### config.mk
export PLATFORM = sky130hd
export DESIGN_NAME = periph_handshake_rx
export DESIGN_NICKNAME = d
export VERILOG_FILES = /design/src/rtl/periph_handshake_rx.sv
export SDC_FILE = /design/constraint.sdc
export NUM_CORES = 1
export LEC_CHECK = 0
export BUFFER_PORTS_ARGS = -buffer_cell sky130_fd_sc_hd__buf_4
export CORE_UTILIZATION = 30
export CTS_BUF_LIST = sky130_fd_sc_hd__clkbuf_16
export DETAILED_ROUTE_END_ITERATION = 7
export GPL_TIMING_DRIVEN = 0
export PLACE_DENSITY = 0.44
export SYNTH_ARGS = -nofsm -noshare
export SYNTH_HDL_FRONTEND = slang
export SYNTH_SLANG_ARGS = --single-unit
### constraint.sdc
create_clock -name clk1 -period 2.6 [get_ports clk1]
set_input_delay 0.26 -clock clk1 [delete_from_list [all_inputs] [get_ports clk1]]
set_output_delay 0.26 -clock clk1 [all_outputs]
set_load 0.03 [all_outputs]
### src/rtl/periph_handshake_rx.sv
// Four-phase handshake receiver into a first-word-fall-through FIFO; ack is registered, a write lands on the edge ack rises.
// Stalls (ack held low) while full. Optional macro PERIPH_RX_SYNC_EN adds a two-flop synchroniser on send (2-cycle lag).
module periph_handshake_rx #(
    parameter int DATA_W = 2,
    parameter int DEPTH  = 4
) (
    input  logic                     clk1,
    input  logic                     rst1,
    input  logic                     send,
    input  logic [DATA_W-1:0]        dataInput,
    output logic                     ack,
    input  logic                     rd_en,
    output logic [DATA_W-1:0]        rd_data,
    output logic                     empty,
    output logic                     full,
    output logic [$clog2(DEPTH):0]   count
);

    localparam int AW = $clog2(DEPTH);
    localparam int CW = AW + 1;

    localparam logic [1:0] ST_IDLE     = 2'd0;
    localparam logic [1:0] ST_ACK      = 2'd1;
    localparam logic [1:0] ST_WAIT_LOW = 2'd2;

    logic [1:0]        r_state;
    logic              r_ack;
    logic [AW-1:0]     r_wr_ptr;
    logic [AW-1:0]     r_rd_ptr;
    logic [CW-1:0]     r_count;
    logic              r_empty;
    logic              r_full;
    logic [DATA_W-1:0] r_mem [DEPTH];

    logic              w_send_s;
    logic              w_wr;
    logic              w_pop;
    logic [CW-1:0]     w_cnt_nxt;

`ifdef PERIPH_RX_SYNC_EN
    logic r_send_m;
    logic r_send_s;

    always_ff @(posedge clk1) begin
        if (rst1) begin
            r_send_m <= 1'b0;
            r_send_s <= 1'b0;
        end else begin
            r_send_m <= send;
            r_send_s <= r_send_m;
        end
    end

    assign w_send_s = r_send_s;
`else
    assign w_send_s = send;
`endif

    // Full is the registered flag, so a pop on a full FIFO frees the slot for the next edge, not this one.
    assign w_wr  = (r_state == ST_IDLE) && w_send_s && !r_full;
    assign w_pop = rd_en && !r_empty;

    always_comb begin
        w_cnt_nxt = r_count;
        case ({w_wr, w_pop})
            2'b10:   w_cnt_nxt = r_count + 1'b1;
            2'b01:   w_cnt_nxt = r_count - 1'b1;
            default: w_cnt_nxt = r_count;
        endcase
    end

    always_ff @(posedge clk1) begin
        if (rst1) begin
            r_state <= ST_IDLE;
            r_ack   <= 1'b0;
        end else begin
            case (r_state)
                ST_IDLE: begin
                    if (w_send_s && !r_full) begin
                        r_state <= ST_ACK;
                        r_ack   <= 1'b1;
                    end
                end
                ST_ACK: begin
                    r_state <= ST_WAIT_LOW;
                    r_ack   <= 1'b1;
                end
                ST_WAIT_LOW: begin
                    if (!w_send_s) begin
                        r_state <= ST_IDLE;
                        r_ack   <= 1'b0;
                    end
                end
                default: begin
                    r_state <= ST_IDLE;
                    r_ack   <= 1'b0;
                end
            endcase
        end
    end

    always_ff @(posedge clk1) begin
        if (rst1) begin
            r_wr_ptr <= '0;
            r_rd_ptr <= '0;
            r_count  <= '0;
            r_empty  <= 1'b1;
            r_full   <= 1'b0;
        end else begin
            if (w_wr)
                r_wr_ptr <= r_wr_ptr + 1'b1;
            if (w_pop)
                r_rd_ptr <= r_rd_ptr + 1'b1;
            r_count <= w_cnt_nxt;
            r_empty <= (w_cnt_nxt == '0);
            r_full  <= (w_cnt_nxt == CW'(DEPTH));
        end
    end

    always_ff @(posedge clk1) begin
        if (w_wr)
            r_mem[r_wr_ptr] <= dataInput;
    end

    assign ack     = r_ack;
    assign rd_data = r_empty ? '0 : r_mem[r_rd_ptr];
    assign empty   = r_empty;
    assign full    = r_full;
    assign count   = r_count;

endmodule

==> results of run 1 <==
sequential cells by signal (all words and copies together), names as in the netlist, named ones only:
name	count
r_mem	8
r_rd_ptr	2
empty	1
full	1
r_state	2
r_wr_ptr	2
count	3
ack	1
worst paths after layout:
path	end	cells after the start
worst max-delay path	empty	7
worst min-delay path	r_mem[2][1]	1
worst max register to register	empty	7
worst min register to register	ack	2
report_power, final:
group          switching [mW]  internal [mW]  total [mW]  leakage, nW
registers              0.0552          0.412       0.467        0.188
logic                   0.191          0.165       0.356        0.247
clock network           0.113          0.205       0.318       0.0423
stage by stage:
step                      worst slack, ns  std cells  hold WS (ns)  utilization  power, mW
after floorplan                    0.2726         79        0.3589            -     0.7234
after global routing               0.1537        141        0.2168       0.3946      1.221
after CTS                         0.02978        140        0.2172       0.3921      1.156
after detailed placement          0.05621        136        0.4738       0.3661     0.8339
after global placement            0.08592        136        0.4675       0.3661     0.8290
final                              0.2645        141        0.2161       0.3946      1.141
Yosys cell counts (all sizes together), types with 3 or more instances:
cell	instances	area share
a21oi	4	0.025
and2	4	0.026
dfxtp	14	0.29
edfxtp	8	0.25
ha	5	0.065
inv	4	0.016
nand2	6	0.024
nor2	8	0.031
nor2b	7	0.046
o21ai	3	0.016
area by class of cell:
class	count	area share
tap	44	0.04607
buffer	1	0.003141
timing repair buffer	14	0.08796
clock buffer	3	0.06283
clock inverter	1	0.003141
sequential	22	0.4356
multi-input combinational	52	0.3487
inverter	4	0.01257
worst reg2reg max path, delay by kind of cell (launching register included):
family          cells  cell delay [ns]
compound gates      1             0.14
xor+xnor            1             0.16
fa+ha+maj           2             0.65
buf+inv             1             0.14
flops               1             0.34
simple gates        2             0.79
logic make-up after synthesis:
| group | after synthesis | synth area share |
|---|---|---|
| xor gates and xnor gates | 4 | 0.03666 |
| buffers and inverters | 5 | 0.01963 |
| AOI/OAI and AO/OA | 8 | 0.05235 |
| adders and majority gates | 6 | 0.08639 |
| and+or+nand+nor | 30 | 0.1924 |
| DFF | 22 | 0.5445 |
| muxes | 4 | 0.06806 |
metal layers:
layer | part of all wire | wire, um
met5 | 0 | 0
met4 | 0.014 | 21
met3 | 0.027 | 42
met2 | 0.42 | 653
met1 | 0.54 | 825
timing repair:
item / in CTS / in global routing
setup endpoints to repair: 0 / 2
endpoints found under the hold margin: 0 / 0
buffers inserted: 0 / 1
==> impl_metrics.toml, run 1 <==
[global_route]
grt_util_met1 = 0.1514
grt_max_degree = 13
busiest_layer = "met2"
grt_pass1_vias = 587
overflow = 0
antenna_found_initial = 0
grt_use_met3 = 0.02637
grt_usage = 0.1107
grt_pass1_wl_um = 2780
grtUsageMet2 = 0.1658

[cts]
htreeDepth = 1
path_clk_slew_ns = 0.06
clockRootBuffer = "clkbuf_16"
ctsResizeCount = 0
numCtsBuffers = 3
clk_latency_ns = 0.25
clockBufferDepth = 2
cts.sinks = 22
cts_hold_buffers = 0
cts_tree = "done"

[sta]
hold_violations = 0
fmax_ghz = 0.4282
finalSetupViolations = 0
slew_viol_final = 0
period_needed_ns = 2.336
rsz0062_at_grt = "no"
setup_tns_ns = 0
fin_skew_ns = 0.004290
worst_pin_slew_ns = 0.4628
min_period_over_period = 0.8983
slew_headroom = 0.6915

[power_and_ir_drop]
power_density_nw_per_um2 = 955.3
cellLeakagePower_nw = 0.4775
peakVddDrop_mv = 0.3594

[floorplanning]
die_x_um = 58.45
core_area_sq_um = 3028
fp-row-count = 20
fp.dieH_um = 58.45
start_util = 0.3157
boundaryPins = 14
die_area_sq_um = 3416

[setup_path]
setup.worst_path.class = "reg2reg"
crit_slowest_cell = "or4_4"
critical-path-top-delay-family = "simple AND/OR/NAND/NOR gates"
critPathRequiredTime_ns = 2.73
critPathMaxStageDelay_ns = 0.45
setup.worst_path.end_class = "flop"
r2r_setup_slack_ns = 0.26
crit_chain = "nor4b_4 -> inv_1 -> ha_1 -> fa_1 -> xnor2_1 -> or4_4 -> o311a_2"
crit_start = "full"
critPathBufInv = 1
startpoint_type = "flop"
cp.arrival_ns = 2.47
regToRegStartpoint = "full"
critPathMaxFanout = 4

[logic_synthesis]
yosysSeqAreaShare = 0.5445
synth_edf_count = 8
ys.flop_type = "dfxtp_1"
synth_seq_cells = 22
syn_area_sq_um = 955.9
async_reset_ff_frac = 0
syn_area_per_cell_sq_um = 12.10
syn_inst = 79
synthesis.nets = 91
yosysWarnings = 0
synth.distinct_cells = 23

[status]
status = "finished, final reports clean"

[min_path]
hold_start = "dataInput[1]"
hold_path.class = "in2reg"

[drt]
antenna_left = 0
drtIter0Drc = 14
num_vias = 578
wl_per_cell_um = 10.94
wl_um = 1542
drcViolationCount = 0
dr.pass1.iters = 3
avgViaCountPerCell = 4.099

[flow_run]
max_cap_viol_count = 0

[placed_design]
dpl-instance-area_sq_um = 1109
globalplace.congestion = 0.6634
dp_hpwl_um = 1159
port_buffers = 13

[cells_and_area]
design_area_sq_um = 1195
final_cell_mix = "dfxtp_1, buf_4, nor2_1, edfxtp_1, nor2b_1"
multi_input_area_sq_um = 416.7
finalNetCount = 110
syn2layout_area_growth_pct = 25.00
seq_area_sq_um = 520.5
fillers = 318
antenna_cells = 0
layout-drive-gt1-share = 0.2474
No activity file was read; power rests on OpenSTA's default activity.
==> run 2: changes to the inputs <==
--- a/config.mk
+++ b/config.mk
@@ -11,6 +11,7 @@
 export DETAILED_ROUTE_END_ITERATION = 7
 export GPL_TIMING_DRIVEN = 0
 export PLACE_DENSITY = 0.44
+export REMOVE_ABC_BUFFERS = 1
 export SYNTH_ARGS = -nofsm -noshare
 export SYNTH_HDL_FRONTEND = slang
 export SYNTH_SLANG_ARGS = --single-unit
==> constraint.sdc (replaced) <==
create_clock -name clk1 -period 2.8 [get_ports clk1]
set_input_delay 0.28 -clock clk1 [delete_from_list [all_inputs] [get_ports clk1]]
set_output_delay 0.28 -clock clk1 [all_outputs]
set_load 0.03 [all_outputs]
==> impl_metrics.toml, run 2 (synthesized netlist as in run 1, its figures left out) <==
[status]
status = "finished, final reports clean"

[power_and_ir_drop]
power_density_nw_per_um2 = 892.0
peakVddDrop_mv = 0.4224
cellLeakagePower_nw = 0.4713

[global_route]
grt_max_degree = 14
grt_pass1_vias = 580
grt_pass1_wl_um = 2635
antenna_found_initial = 0
overflow = 0
grt_usage = 0.1037

[cts]
clk_latency_ns = 0.25
numCtsBuffers = 3
cts.sinks = 22
ctsResizeCount = 0
clockRootBuffer = "clkbuf_16"
cts_tree = "done"
cts_hold_buffers = 0
clockBufferDepth = 2
cts_setup_buffers = 0
path_clk_slew_ns = 0.06
htreeDepth = 1

[setup_path]
critPathMaxFanout = 7
startpoint_type = "flop"
critPathRequiredTime_ns = 2.93
cp.arrival_ns = 2.63
setup.worst_path.class = "reg2reg"
setup.worst_path.end_class = "flop"

[floorplanning]
die_area_sq_um = 3416
core_area_sq_um = 3028
boundaryPins = 14
start_util = 0.3157
die_x_um = 58.45
fp-row-count = 20
fp.dieH_um = 58.45

[placed_design]
dpl-instance-area_sq_um = 1105
dpl_worst_slack_ns = 0.2943
dp_hpwl_um = 1177
dp.cells = 135
globalplace.congestion = 0.6611
port_buffers = 13

[sta]
slew_viol_final = 0
hold_violations = 0
rsz0062_at_grt = "no"
finalSetupViolations = 0
slew_headroom = 0.7367
holdWs_ns = 0.2337
fin_skew_ns = 0.002618
fmax_ghz = 0.4007
worst_pin_slew_ns = 0.3932
min_period_over_period = 0.8912
setup_tns_ns = 0
period_needed_ns = 2.495
setup_ws_ns = 0.3046

[cells_and_area]
design_area_sq_um = 1184
final_cell_mix = "dfxtp_1, buf_4, nor2_1, edfxtp_1, nor2b_1"
final_cells = 139
layout_commonest_cell = "dfxtp_1"
layout-drive-gt1-share = 0.2421
finalNetCount = 108
syn2layout_area_growth_pct = 23.82
antenna_cells = 0
largest-register = "r_mem"
largest_reg_flops = 8

[drt]
num_vias = 576
drcViolationCount = 0
avgViaCountPerCell = 4.144
dr.pass1.iters = 4
drtIter0Drc = 9
wl_um = 1516
wl_per_cell_um = 10.91
antenna_left = 0

[min_path]
hold_path.class = "in2reg"

[flow_run]
max_cap_viol_count = 0
run 2: changes by cell type in the layout (fill, tap and decap cells not counted):
cell   before  now
buf_1       1    0
buf_4      14   13
run 2: worst max-delay path: stages, from the launching register on:
cell	delay [ns]
dfxtp_1	0.35
nor4b_4	0.44
inv_1	0.17
ha_1	0.27
fa_1	0.40
xnor2_1	0.16
or4_4	0.45
o311a_2	0.14
run 2: worst paths after layout:
| check | startpoint | endpoint | slack, ns | cells past startpoint |
|---|---|---|---|---|
| worst max-delay path | r_state[1] | empty | 0.30 | 7 |
| worst min-delay path | dataInput[1] | r_mem[2][1] | 0.23 | 1 |
| worst max register to register | r_state[1] | empty | 0.30 | 7 |
| worst min register to register | ack | ack | 0.49 | 2 |
run 2: final cells by class:
cell class                 count  area, sq um
clock buffer                   3        75.07
clock inverter                 1        3.754
fill                         317         1844
inverter                       4        15.01
multi-input combinational     52        416.7
sequential                    22        520.5
tap                           44        55.05
timing repair buffer          13        97.59
run 2: stage by stage:
stage               utilization  power (mW)
floorplan                     -      0.6702
global route             0.3909       1.124
global placement         0.3649      0.7723
finish                   0.3909       1.056
detailed placement       0.3649      0.7740
CTS                      0.3909       1.075
run 2: report_power, final:
group          internal (mW)  switching (mW)  total, mW
combinational          0.151           0.177      0.328
sequential             0.382          0.0517      0.434
clock                  0.190           0.104      0.293
total                  0.723           0.332       1.06
run 2: layer usage:
layer | wire [um] | part of all wire | track usage | vias up
met5 | 0 | 0 | 0 | -
met1 | 762 | 0.50 | 0.1319 | 266
li1 | - | - | - | 300
met3 | 45 | 0.030 | 0.01978 | 2
met4 | 19 | 0.013 | 0.05102 | 0
met2 | 688 | 0.45 | 0.1691 | 8
